## src/rtl/if_fetch_unit_pkg.sv

```systemverilog
// Shared definitions for the instruction-fetch stage: redirect target kinds,
// fetch FSM state encodings and the default reset PC.
package if_fetch_unit_pkg;

    localparam logic [31:0] RESET_PC_DEFAULT = 32'h0000_3000;

    typedef enum logic [1:0] {
        NPC_BR = 2'd0,
        NPC_J  = 2'd1,
        NPC_JR = 2'd2
    } npc_sel_e;

    typedef enum logic [1:0] {
        S_RST  = 2'd0,
        S_REQ  = 2'd1,
        S_HOLD = 2'd2,
        S_DROP = 2'd3
    } fetch_state_e;

endpackage

```

## src/rtl/if_fetch_unit_npc_calc.sv

```systemverilog
// Combinational next-PC logic: sequential pc+4 and the redirect target mux
// for branch, jump and register-jump destinations.
module npc_calc
    import if_fetch_unit_pkg::*;
(
    input  logic [31:0] pc,
    input  logic [1:0]  redirect_sel,
    input  logic [31:0] redirect_pc4,
    input  logic [31:0] imm_ext,
    input  logic [31:0] jump_ext,
    input  logic [31:0] jr_addr,
    output logic [31:0] pc_plus4,
    output logic [31:0] target
);

    assign pc_plus4 = pc + 32'd4;

    // An unused selector encoding falls through to the sequential successor.
    always_comb begin
        target = redirect_pc4;
        case (redirect_sel)
            NPC_BR:  target = redirect_pc4 + (imm_ext << 2);
            NPC_J:   target = (redirect_pc4 & 32'hF000_0000) | (jump_ext & 32'h0FFF_FFFF);
            NPC_JR:  target = jr_addr & 32'hFFFF_FFFC;
            default: target = redirect_pc4;
        endcase
    end

endmodule

```

## src/rtl/if_fetch_unit.sv

```systemverilog
// Instruction-fetch stage: PC, single-outstanding imem req/ack handshake,
// one-entry park buffer for stalled returns, and the IF/ID pipeline register.
module if_fetch_unit
    import if_fetch_unit_pkg::*;
#(
    parameter logic [31:0] RESET_PC = RESET_PC_DEFAULT
) (
    input  logic        clk,
    input  logic        rst,
    input  logic        stall,
    input  logic        redirect,
    input  logic [1:0]  redirect_sel,
    input  logic [31:0] redirect_pc4,
    input  logic [31:0] imm_ext,
    input  logic [31:0] jump_ext,
    input  logic [31:0] jr_addr,
    output logic        imem_req,
    output logic [31:0] imem_addr,
    input  logic        imem_ack,
    input  logic [31:0] imem_rdata,
    output logic        id_valid,
    output logic [31:0] id_instr,
    output logic [31:0] id_pc4
);

    fetch_state_e state, state_next;

    logic [31:0] pc, pc_next;
    logic [31:0] drop_addr, drop_addr_next;
    logic [31:0] buf_instr, buf_instr_next;
    logic [31:0] buf_pc4, buf_pc4_next;
    logic        id_valid_next;
    logic [31:0] id_instr_next, id_pc4_next;
    logic [31:0] pc_plus4, target;
    logic        if_id_free;

    npc_calc u_npc_calc (
        .pc           (pc),
        .redirect_sel (redirect_sel),
        .redirect_pc4 (redirect_pc4),
        .imm_ext      (imm_ext),
        .jump_ext     (jump_ext),
        .jr_addr      (jr_addr),
        .pc_plus4     (pc_plus4),
        .target       (target)
    );

    assign if_id_free = !id_valid || !stall;
    assign imem_req   = (state == S_REQ) || (state == S_DROP);
    // While draining a dropped fetch the old address must stay on the bus.
    assign imem_addr  = ((state == S_DROP) ? drop_addr : pc) & 32'hFFFF_FFFC;

    always_ff @(posedge clk or posedge rst) begin
        if (rst) begin
            state <= S_RST;
        end else begin
            state <= state_next;
        end
    end

    always_comb begin
        state_next     = state;
        pc_next        = pc;
        drop_addr_next = drop_addr;
        buf_instr_next = buf_instr;
        buf_pc4_next   = buf_pc4;
        id_valid_next  = id_valid;
        id_instr_next  = id_instr;
        id_pc4_next    = id_pc4;

        // A redirect flushes IF/ID even under stall; the outstanding request,
        // if any, still has to be acked before the target can be requested.
        if (redirect) begin
            pc_next       = target;
            id_valid_next = 1'b0;
            case (state)
                S_REQ: begin
                    if (!imem_ack) begin
                        state_next     = S_DROP;
                        drop_addr_next = pc;
                    end
                end
                S_DROP: begin
                    if (imem_ack) begin
                        state_next = S_REQ;
                    end
                end
                default: state_next = S_REQ;
            endcase
        end else begin
            case (state)
                S_RST: state_next = S_REQ;
                S_REQ: begin
                    if (imem_ack) begin
                        pc_next = pc_plus4;
                        if (if_id_free) begin
                            id_valid_next = 1'b1;
                            id_instr_next = imem_rdata;
                            id_pc4_next   = pc_plus4;
                        end else begin
                            buf_instr_next = imem_rdata;
                            buf_pc4_next   = pc_plus4;
                            state_next     = S_HOLD;
                        end
                    end else if (!stall) begin
                        id_valid_next = 1'b0;
                    end
                end
                S_HOLD: begin
                    if (!stall) begin
                        id_valid_next = 1'b1;
                        id_instr_next = buf_instr;
                        id_pc4_next   = buf_pc4;
                        state_next    = S_REQ;
                    end
                end
                S_DROP: begin
                    if (imem_ack) begin
                        state_next = S_REQ;
                    end
                end
                default: state_next = S_RST;
            endcase
        end
    end

    always_ff @(posedge clk or posedge rst) begin
        if (rst) begin
            pc        <= RESET_PC;
            drop_addr <= 32'd0;
            buf_instr <= 32'd0;
            buf_pc4   <= 32'd0;
            id_valid  <= 1'b0;
            id_instr  <= 32'd0;
            id_pc4    <= 32'd0;
        end else begin
            pc        <= pc_next;
            drop_addr <= drop_addr_next;
            buf_instr <= buf_instr_next;
            buf_pc4   <= buf_pc4_next;
            id_valid  <= id_valid_next;
            id_instr  <= id_instr_next;
            id_pc4    <= id_pc4_next;
        end
    end

endmodule
```

## config.mk

```make
export PLATFORM = sky130hd
export DESIGN_NAME = if_fetch_unit
export DESIGN_NICKNAME = d
export VERILOG_FILES = /design/src/rtl/if_fetch_unit_pkg.sv /design/src/rtl/if_fetch_unit_npc_calc.sv /design/src/rtl/if_fetch_unit.sv
export SDC_FILE = /design/constraint.sdc
export NUM_CORES = 1
export LEC_CHECK = 0
export ABC_AREA = 1
export CORE_MARGIN = 10
export CORE_UTILIZATION = 50
export CTS_BUF_LIST = sky130_fd_sc_hd__clkbuf_4 sky130_fd_sc_hd__clkbuf_8
export CTS_CLUSTER_SIZE = 20
export DETAILED_ROUTE_END_ITERATION = 10
export DONT_BUFFER_PORTS = 1
export SLEW_MARGIN = 20
export SYNTH_ARGS = -nofsm -noshare
export SYNTH_HDL_FRONTEND = slang
export SYNTH_SLANG_ARGS = --single-unit
```

## constraint.sdc

```tcl
create_clock -name clk -period 9.5 [get_ports clk]
set_clock_uncertainty 0.15 [all_clocks]
set_input_delay 0 -clock clk [delete_from_list [all_inputs] [get_ports clk]]
set_output_delay 0 -clock clk [all_outputs]
set_load 0.1 [all_outputs]
```

; ---- Word level (Yosys, flattened, before mapping)
; Cells that the tools add are included.
; W data, S select, Z words.
[word_totals]
memories = 0
input_bits = 167
rom_bits = 0
regBits = 195
ramBits = 0
elab_cells = 71
latch_bits = 0
[classes]
eq_ne = 14
div_mod_pow = 0
n_shift = 0
n_mux = 27
n_addsub = 2
order_cmp = 0
bitwise = 4
multipliers = 0
reduce_logical = 16
[op_table]
columns = cell, count
row1 = $mux W32, 10
row2 = $pmux W32 S2, 2
row3 = $pmux W32 S3, 1
row4 = $add A32 B3 Y32 const B, 1
row5 = $add A32 B32 Y32, 1
row6 = $or A32 B28 Y32, 1
row7 = $mux W2, 6
row8 = $ne A3 B3 Y1 const B, 4
row9 = $reduce_and A4 Y1, 3
row10 = $ne A4 B4 Y1 const B, 2
row11 = $pmux W2 S4, 1
row12 = $eq A2 B2 Y1 const B, 3
row13 = $ne A2 B2 Y1 const B, 3
row14 = $reduce_bool A2 Y1, 3
row15 = $mux W1, 5
row16 = $reduce_and A5 Y1, 1
row17 = $eq A2 B1 Y1 const B, 2
row18 = $logic_not A2 Y1, 2
row19 = $pmux W2 S2, 1
row20 = $not A1 Y1, 3
row21 = $reduce_and A3 Y1, 1
row22 = $reduce_bool A3 Y1, 1
row23 = $logic_not A1 Y1, 2
row24 = $logic_or A1 B1 Y1, 2
row25 = 2 further kinds, 2

; ---- Depth between registers and ports, before layout
; Gate-level depths: netlist (run 1).
[logic_depth]
depth_word = 6
mapped_depth = 16
ltp_nobuf = 16

; ---- Modules after synthesis
; A second synthesis (run 1) with hierarchy kept.
[hier_totals]
cells_unflattened = 1822
hier_area_um2 = 12679.7
[by_module_without_submodules]
columns = module, seq_area_each_um2, area_per_inst_um2, cells_each, n_inst
row1 = if_fetch_unit, 4832.1, 9008.6, 1091, 1
row2 = npc_calc, 0.0, 3671.0, 731, 1

; ---- Worst setup path before layout (run 1)
; Ideal clock, no wire load.
[synth_timing]
path_type = reg-to-output
from = register state[0]
to = output imem_addr[10]
path_slack_ps = 6290
path_buffers = 2
required_time_ps = 9350
arrival_time_ps = 3060
stages_incl_launch_ff = 5
path_cell_list = dfrtp_1 -> ha_1 -> clkbuf_1 -> clkbuf_1 -> o21ai_0
[synth_via]
elab_chain_len = 2
[synth_rtl]
columns = item, line
row1 = start: declaration, if_fetch_unit.sv:26  ; fetch_state_e state, state_next;
row2 = start signal: assignment, if_fetch_unit.sv:57  ; state <= state_next;
row3 = $eq A2 B2 Y1, if_fetch_unit.sv:51  ; assign imem_addr = ((state == S_DROP) ? drop_addr : pc) & 32'hFFFF_FFFC;
row4 = $mux W32, if_fetch_unit.sv:51
row5 = end: declaration, if_fetch_unit.sv:18  ; output logic [31:0] imem_addr,
; Every way passes these cells.

; ---- Final worst setup path (run 1)
[layout_timing]
from = register state[0]
to = register pc[17]
[layout_via]
elab_chain_len = 3
[layout_rtl]
columns = item, line
row1 = $eq A2 B1 Y1, if_fetch_unit.sv:91  ; case (state)
row2 = $reduce_bool A2 Y1 (no line), n/a
row3 = $reduce_and A2 Y1 (no line), n/a
row4 = end signal: assignment, if_fetch_unit.sv:137  ; pc <= pc_next;
row5 = end: declaration, if_fetch_unit.sv:28  ; logic [31:0] pc, pc_next;
; Every way passes these cells.
; A chain may end at the register's enable or synchronous reset.

==> results of run 1 <==
[routing by layer]
| layer | GRT usage (%) | vias to the layer above | routed length (microns) |
|---|---|---|---|
| met5 | 0 | - | 0 |
| met4 | 7.16 | 0 | 897 |
| met3 | 5.98 | 44 | 2780 |
| met2 | 39.8 | 353 | 17300 |
| met1 | 32.2 | 5220 | 16800 |
| li1 | - | 5617 | - |
[layout by cell type (no fill, tap or decap), types with 11 or more instances in the layout]
| cell | netlist | final |
|---|---|---|
| nor2_1 | 126 | 124 |
| nand2_1 | 554 | 553 |
| o21ai_2 | 0 | 29 |
| inv_1 | 187 | 185 |
| ha_1 | 34 | 33 |
| nor3_1 | 12 | 12 |
| buf_4 | 2 | 11 |
| o21ai_0 | 255 | 225 |
| dfrtp_1 | 191 | 191 |
| dlygate4sd3_1 | 0 | 122 |
| clkbuf_8 | 1 | 17 |
| a21oi_1 | 57 | 57 |
| nand3_1 | 48 | 47 |
| a221oi_1 | 14 | 14 |
| nand4_1 | 17 | 17 |
| xor2_1 | 25 | 25 |
[final cells by class]
type / instances / area (sq um) / area share, %
inverters: 192 / 729 / 5.26
well taps: 319 / 399 / 2.88
flip-flops and latches: 193 / 4830 / 34.9
clock buffers: 17 / 234 / 1.69
diodes: 1 / 2.50 / 0.0181
clock inverters: 15 / 213 / 1.53
repair buffers: 133 / 1300 / 9.40
multi-input cells: 1230 / 6150 / 44.4
[report_power, final]
group | leakage [nW] | internal (mW) | switching, mW
logic | 4.28 | 0.449 | 1.39
clock network | 0.213 | 0.213 | 0.375
registers | 2.41 | 1.16 | 1.21
[state kept, by name (all words and copies together), names as in the netlist]
name       cells
buf_instr     32
buf_pc4       32
drop_addr     30
id_instr      32
id_pc4        32
id_valid       1
pc            32
state          2
[what timing repair did]
action | CTS | global route
gates resized for setup | 0 | 0
hold buffers | 122 | 0
hold endpoints to repair | 217 | 0
[synth_stat cells (all sizes together)]
master     n
conb       1
o21a       3
clkinv     2
fa         1
o2111ai    1
buf       14
o221ai     6
xor2      27
nand4     17
a221oi    14
a22o       1
a211oi     1
inv      190
o21bai     8
o22ai      8
a21o       1
nand3b     7
a31oi      7
xnor2      2
dfrtp    191
nand3     51
a21oi     57
nor2     131
o21ai    256
dfstp      2
nor4       6
nand2    559
ha        34
nor3      12
a22oi      6
clkbuf    63
and2       1
o211ai     4
or2        7
[kinds of logic (layout without fill, tap and decap cells)]
kind of cell / Yosys count / count (layout) / share of synthesized area, %
other: 1 / 3 / 0.0316
and+or+nand+nor: 791 / 791 / 27.4
xor gates and xnor gates: 29 / 29 / 2.27
buffers and inverters: 269 / 357 / 8.81
AOI/OAI and AO/OA: 373 / 373 / 17.1
DFF: 193 / 193 / 40.7
adders and majority gates: 35 / 35 / 3.75
[critical path, stage by stage, from the launching register on]
cell           delay (ns)
dfrtp_1              0.45
ha_1                 0.33
nand2_1              0.35
inv_1                0.07
nor2_1               0.83
clkinv_1             1.05
nor2_1               0.29
a21oi_1              0.05
dlygate4sd3_1        0.56
[final timing paths]
kind | startpoint | to | slack, ns | cells after the start
max in group asynchronous | rst | buf_instr[26]$_DFFE_PP0P_ | 8.11 | 3
setup reg to reg | state[0]$_DFFE_PP0P_ | pc[17]$_DFFE_PP0P_ | 5.24 | 8
setup / recovery | state[0]$_DFFE_PP0P_ | pc[17]$_DFFE_PP0P_ | 5.24 | 8
min in group asynchronous | rst | id_pc4[2]$_DFFE_PP0P_ | -0.01 | 2
hold reg to reg | buf_pc4[6]$_DFFE_PP0P_ | buf_pc4[6]$_DFFE_PP0P_ | 0.33 | 2
hold / removal | redirect | drop_addr[7]$_DFFE_PP0P_ | -0.02 | 2
[per-stage QoR]
step	instances	setup slack, ns	utilization [%]
finish	2100	5.24	59.2
detailed placement	1945	5.67	52.0
CTS	2099	5.31	59.2
global placement	1945	5.74	52.0
floorplan	1692	4.10	-
global route	2099	4.95	59.2
==> results.py, run 1 <==
metrics = {
    "yosys": {
        "yosysSeqAreaShare_pct": 40.7,
        "syn-cell-area_sq_um": 11900,
        "synth_top_cell_by_area": "dfrtp_1",
        "ys.warnings.count": 0,
        "syn_avg_cell_area_sq_um": 7.02,
        "ys_ff_latch": 193,
        "ys_top_cells_by_area": "dfrtp_1, nand2_1, o21ai_0",
        "syn_inst": 1691,
        "synth_top_area_share_pct": 40.3,
        "yosysUniqueCellTypes": 50,
    },
    "clock_network": {
        "clkSlewWorstSetupHoldPaths_ns": 0.12,
        "cts_buffers": 17,
        "htreeDepth": 4,
        "worstSkewPairLatency_ns": 0.48,
        "cts_setup_buffers": 0,
        "cts_tree": "yes",
        "cts_max_path_buffers": 2,
        "clock_sinks": 193,
        "root_buffer": "clkbuf_8",
    },
    "flow_run": {
        "maxCapViolCount": 0,
    },
    "sta": {
        "tns_ns": 0,
        "rsz0062_at_grt": "no",
        "fin_crit_ns": 4.26,
        "maxSlewHeadroom_pct": 20.5,
        "setup_viol": 0,
        "max_slew.worst_pin.slew_ns": 1.19,
        "drv_slew": 0,
        "finalHoldViolCount": 20,
        "fin_crit_sh_pct": 44.8,
        "clock.fmax_ghz": 0.235,
        "hold_ws_ns": -0.0211,
    },
    "global_route": {
        "grt_max_degree": 113,
        "first_global_vias": 10997,
        "grt_pass1_wl_microns": 60800,
        "grt_use_total_pct": 24.7,
        "antenna_found_initial": 0,
        "grt-ovfl-total": 0,
    },
    "final_layout": {
        "syn2layout_area_growth_pct": 16.8,
        "num-fill-cells": 2300,
        "drive_gt1_share_pct": 6.18,
        "design_area_sq_um": 13900,
        "nNetsFinal": 1969,
    },
    "floorplan": {
        "initial_utilization_pct": 50.7,
        "dieArea_sq_um": 30300,
        "fp.dieW_microns": 174,
        "core_sq_um": 23400,
        "dieHeight_microns": 174,
        "pin_count": 265,
        "core.rowCount": 56,
    },
    "critical_path": {
        "start_kind": "register",
        "cp.arrival_ns": 4.47,
        "critPathRequiredTime_ns": 9.71,
        "crit_type": "register to register",
        "critPathMaxFanout": 27,
        "end_kind": "register",
    },
    "outcome": {
        "status": "finished with violations",
        "violations": "negative hold slack",
    },
    "route": {
        "post-route-drc-count": 0,
        "ant_nets": 0,
        "drt_wl_total_microns": 37800,
        "vias": 11234,
        "avgRoutedWirePerCell_microns": 18.0,
        "drtIter0Drc": 862,
        "firstDrtPassIters": 5,
        "vias_per_cell": 5.35,
    },
    "placed_design": {
        "port_buffers": 0,
        "place_area_sq_um": 12200,
        "hpwl_microns": 27700,
        "place_congestion": 0.948,
    },
    "power_and_ir_drop": {
        "leakage_nw": 6.90,
        "ir_drop_uv": 216,
        "power_mw": 4.79,
        "powerDensity_nw_per_um2": 346,
    },
    "min_path": {
        "hold_path.class": "primary input to register",
    },
}
No activity file was read; power rests on OpenSTA's default activity.
==> run 2, diff against run 1 <==
Clock period 9.5 ns to 4.41 ns, I/O delays scaled along.
==> run 2 against run 1 <==
  * The flow still finishes with violations (negative hold slack)
  * Highest routed layer unchanged
  * Core utilization increased by 0.84 points
  * Clock-buffer cell count stayed put
  * Critical endpoint is now id_valid$_DFFE_PP0P_
  * Register-to-register slack got worse by 4.0 ns
==> results.py, run 2 (same netlist as run 1, synthesis figures left out) <==
metrics = {
    "outcome": {
        "status": "finished with violations",
        "violations": "negative hold slack",
    },
    "clock_network": {
        "htreeDepth": 4,
        "cts_buffers": 17,
        "clkSlewWorstSetupHoldPaths_ns": 0.12,
        "post_cts_resized": 0,
        "clock_sinks": 193,
        "worstSkewPairLatency_ns": 0.48,
        "cts_max_path_buffers": 2,
        "cts_tree": "yes",
        "root_buffer": "clkbuf_8",
    },
    "final_layout": {
        "num_antenna_cells": 0,
        "syn2layout_area_growth_pct": 18.4,
        "final_common_cell": "nand2_1",
        "final_cell_mix": "nand2_1, o21ai_0, dfrtp_1",
        "design_area_sq_um": 14100,
        "nNetsFinal": 1988,
        "drive_gt1_share_pct": 6.56,
    },
    "min_path": {
        "hold_path.class": "primary input to register",
    },
    "placed_design": {
        "place_congestion": 0.930,
        "place_area_sq_um": 12200,
        "port_buffers": 0,
        "hpwl_microns": 27300,
    },
    "critical_path": {
        "critPathRequiredTime_ns": 4.67,
        "crit_type": "primary input to register",
        "cp.arrival_ns": 3.71,
        "start_kind": "primary input",
        "end_kind": "register",
        "critPathMaxFanout": 67,
        "rrSetupSlack_ns": 1.28,
    },
    "sta": {
        "max_slew.worst_pin.slew_ns": 1.18,
        "hold_ws_ns": -0.0214,
        "finalHoldViolCount": 14,
        "fin_crit_ns": 3.45,
        "drv_slew": 0,
        "maxSlewHeadroom_pct": 21.6,
        "rsz0062_at_grt": "no",
        "tns_ns": 0,
        "clock.fmax_ghz": 0.290,
        "fin_crit_sh_pct": 78.2,
        "setup_viol": 0,
    },
    "power_and_ir_drop": {
        "leakage_nw": 6.99,
        "powerDensity_nw_per_um2": 738,
        "ir_drop_uv": 562,
    },
    "route": {
        "firstDrtPassIters": 5,
        "drtIter0Drc": 914,
        "post-route-drc-count": 0,
        "avgRoutedWirePerCell_microns": 17.9,
        "drt_wl_total_microns": 37900,
        "vias_per_cell": 5.38,
        "vias": 11386,
        "ant_nets": 0,
    },
    "floorplan": {
        "pin_count": 265,
        "dieHeight_microns": 174,
        "fp.dieW_microns": 174,
        "initial_utilization_pct": 50.7,
        "dieArea_sq_um": 30300,
        "core_sq_um": 23400,
        "core.rowCount": 56,
    },
    "global_route": {
        "antenna_found_initial": 0,
        "grt_pass1_wl_microns": 61400,
        "grt_max_degree": 194,
        "grt_use_total_pct": 24.9,
        "grt-ovfl-total": 0,
        "first_global_vias": 11145,
    },
    "flow_run": {
        "maxCapViolCount": 0,
    },
}
-- run 2: final cells by class --
type | instances | area (sq um)
clock buffer | 17 | 234
clock inverter | 15 | 214
fill | 2256 | 9340
inverter | 192 | 724
multi-input combinational | 1230 | 6150
sequential | 193 | 4830
tap | 319 | 399
timing repair buffer | 152 | 1510
-- run 2: worst max-delay path: stages --
cell	delay [ns]
dlygate4sd3_1	1.23
inv_2	0.03
buf_4	0.31
nand4_1	0.18
nor2_2	0.04
buf_4	0.24
inv_2	0.77
a31oi_1	0.15
nor3_1	0.16
dlygate4sd3_1	0.56
-- run 2: path summary, 6_finish.rpt --
path | start | end | cells after the start
worst max-delay path | redirect | id_valid$_DFFE_PP0P_ | 10
worst min-delay path | redirect | drop_addr[5]$_DFFE_PP0P_ | 3
worst max register to register | state[1]$_DFFE_PP0P_ | id_valid$_DFFE_PP0P_ | 9
worst min register to register | buf_pc4[17]$_DFFE_PP0P_ | buf_pc4[17]$_DFFE_PP0P_ | 2
max in group asynchronous | rst | buf_pc4[8]$_DFFE_PP0P_ | 5
min in group asynchronous | rst | buf_instr[12]$_DFFE_PP0P_ | 4
-- run 2: metal layers --
metal / vias up / global-route usage (%) / wire [microns]
met4: 0 / 6.41 / 741
met3: 43 / 6.33 / 2970
li1: 5653 / - / -
met1: 5281 / 31.9 / 16300
met2: 409 / 41.0 / 18000
met5: - / 0 / 0
-- run 2: timing repair --
item                      4_1_cts  5_1_grt
hold endpoints to repair      329       57
setup buffers                   0        0
hold buffers                  132        1
-- run 2: where the power goes --
part / leakage (nW) / total (mW) / internal [mW] / switching [mW]
sequential: 2.41 / 5.06 / 2.49 / 2.56
clock: 0.217 / 1.27 / 0.461 / 0.809
combinational: 4.37 / 4.05 / 1.01 / 3.04
-- run 2: stage by stage --
stage          utilization (%)  power [mW]  instances  hold WS [ns]  setup WS, ns
6_report                  60.1        10.4       2118       -0.0214         0.961
3_3_place_gp              52.3        8.88       1952       -0.0610          1.76
3_5_place_dp              52.3        8.96       1952       -0.0619          1.76
5_1_grt                   60.1        11.0       2118        0.0367         0.696
2_1_floorplan                -        8.03       1692       -0.0290          1.20
4_1_cts                   59.8        10.4       2116       0.00617         0.993
==> run 3, diff against run 2 <==
Clock period 4.41 ns to 3.3 ns, I/O delays scaled along.
==> run 3 against run 2 <==
  * The flow still finishes with violations (negative hold slack)
  * Core utilization increased by 0.83 points
  * Non-clock buffer count rose by 29
  * Die area stayed put
  * Global-route usage down 0.34 points
  * Cell count is 1.4% higher
  * Wire length shrank 1.1%
  * Critical endpoint is now pc[17]$_DFFE_PP0P_
  * Largest power group unchanged
==> results.py, run 3 (same netlist as run 1, synthesis figures left out) <==
metrics = {
    "critical_path": {
        "path_cells": "dlygate4sd3_1 -> ha_1 -> nand2_1 -> nor2_1 -> inv_1 -> nor3_1 -> nand2_1 -> nand2_1 -> nand2_1 -> nand3_1 -> nand4_1 -> dlygate4sd3_1 -> nand2_1 -> a21oi_1 -> dlygate4sd3_1",
        "crit_type": "primary input to register",
        "path_common_cell": "nand2_1",
        "cp.arrival_ns": 3.32,
        "critPathSlowestCell": "dlygate4sd3_1",
        "r2r_start": "state[1]$_DFFE_PP0P_",
        "max_stage_delay_ns": 0.58,
        "critPathMaxFanout": 5,
        "startpoint": "redirect_pc4[13]",
        "ff2ff_path_depth": 11,
        "rrSetupSlack_ns": 0.24,
        "critPathRequiredTime_ns": 3.50,
        "start_kind": "primary input",
        "end_kind": "register",
        "crit_end": "pc[17]$_DFFE_PP0P_",
        "r2r-end": "pc[17]$_DFFE_PP0P_",
    },
    "final_layout": {
        "drive_gt1_share_pct": 8.42,
        "nNetsFinal": 2017,
        "design_area_sq_um": 14300,
        "syn2layout_area_growth_pct": 20.1,
        "final_common_cell": "nand2_1",
        "final_cell_mix": "nand2_1, o21ai_0, dfrtp_1",
        "num_antenna_cells": 0,
        "num-fill-cells": 2255,
        "fin_cells": 2147,
    },
    "clock_network": {
        "cts_tree": "yes",
        "root_buffer": "clkbuf_8",
        "cts_max_path_buffers": 2,
        "clock_sinks": 193,
        "cts_buffers": 17,
        "clkSlewWorstSetupHoldPaths_ns": 0.11,
        "worstSkewPairLatency_ns": 0.48,
        "htreeDepth": 4,
    },
    "global_route": {
        "antenna_found_initial": 0,
        "grt_max_degree": 79,
        "grt_use_total_pct": 24.6,
        "first_global_vias": 11102,
        "grt-ovfl-total": 0,
        "grt_pass1_wl_microns": 60500,
    },
    "floorplan": {
        "initial_utilization_pct": 50.7,
        "fp.dieW_microns": 174,
        "pin_count": 265,
        "dieArea_sq_um": 30300,
        "dieHeight_microns": 174,
        "core.rowCount": 56,
        "core_sq_um": 23400,
    },
    "placed_design": {
        "port_buffers": 0,
        "place_congestion": 0.947,
        "hpwl_microns": 27600,
        "dp_cells": 1988,
        "place_area_sq_um": 12500,
    },
    "sta": {
        "fin_crit_ns": 3.12,
        "tns_ns": 0,
        "hold_ws_ns": -0.00687,
        "finalHoldViolCount": 7,
        "setup_viol": 0,
        "fin_crit_sh_pct": 94.4,
        "drv_slew": 0,
        "max_slew.worst_pin.slew_ns": 1.10,
        "maxSlewHeadroom_pct": 26.8,
        "rsz0062_at_grt": "no",
        "clock.fmax_ghz": 0.321,
    },
    "route": {
        "avgRoutedWirePerCell_microns": 17.5,
        "ant_nets": 0,
        "vias_per_cell": 5.29,
        "drt-met1-wl_microns": 16700,
        "maxUsedRoutingLayer": "met4",
        "drt_wl_total_microns": 37500,
        "routed-wl-met2_microns": 17600,
        "vias": 11361,
        "post-route-drc-count": 0,
        "met3_length_microns": 2440,
        "firstDrtPassIters": 5,
        "drtIter0Drc": 951,
    },
    "power_and_ir_drop": {
        "powerDensity_nw_per_um2": 991,
        "ir_drop_uv": 957,
        "leakage_nw": 7.15,
    },
    "flow_run": {
        "maxCapViolCount": 0,
    },
    "min_path": {
        "hold_path.class": "primary input to register",
    },
    "outcome": {
        "status": "finished with violations",
        "violations": "negative hold slack",
    },
}
[run 3: worst min path at each step]
stage	start	end	slack, ns	depth (start not counted)
finish	redirect	drop_addr[7]$_DFFE_PP0P_	-0.007	3
global route	redirect	drop_addr[23]$_DFFE_PP0P_	0.05	3
CTS	redirect_pc4[1]	pc[1]$_DFFE_PP0P_	0.06	3
detailed placement	redirect	id_valid$_DFFE_PP0P_	-0.06	1
global placement	redirect	id_valid$_DFFE_PP0P_	-0.06	1
floorplan	imem_rdata[15]	buf_instr[15]$_DFFE_PP0P_	-0.03	2
[run 3: metrics by stage]
stage / util, % / setup slack (ns) / total power [mW]
6_report: 60.9 / 0.184 / 14.1
4_1_cts: 60.7 / 0.0501 / 14.2
3_5_place_dp: 53.5 / 0.724 / 12.3
2_1_floorplan: - / 0.0904 / 10.7
5_1_grt: 60.9 / 0.0360 / 15.0
3_3_place_gp: 53.5 / 0.752 / 12.2
[run 3: power by group]
part	internal (mW)	switching [mW]	total, mW
sequential	3.34	3.19	6.53
clock	0.602	1.05	1.65
combinational	1.63	4.32	5.95
[run 3: repair_timing]
action	CTS	global route
hold buffers	125	1
setup endpoints to repair	0	6
setup buffers	0	0
hold endpoints to repair	180	12
resized for setup	0	1
[run 3: layer usage]
| layer | up-vias | global-route usage (%) |
|---|---|---|
| met2 | 359 | 40.1 |
| met1 | 5248 | 32.2 |
| li1 | 5712 | - |
| met5 | - | 0 |
| met3 | 42 | 5.50 |
| met4 | 0 | 6.45 |
[run 3: area by class of cell]
cell class	instances	area, sq um	share of cell area (%)
clock inverters	15	200	1.40
clock buffers	17	234	1.64
multi-input cells	1230	6140	43.1
inverters	192	724	5.08
well taps	319	399	2.80
flip-flops and latches	193	4830	33.9
repair buffers	181	1730	12.1
[run 3: critical path: cells and delay by family]
family / cells / cell delay, ns
and+or+nand+nor: 9 / 1.03
adders and majority gates: 1 / 0.37
buffers and inverters: 4 / 1.80
AOI/OAI and AO/OA: 1 / 0.11
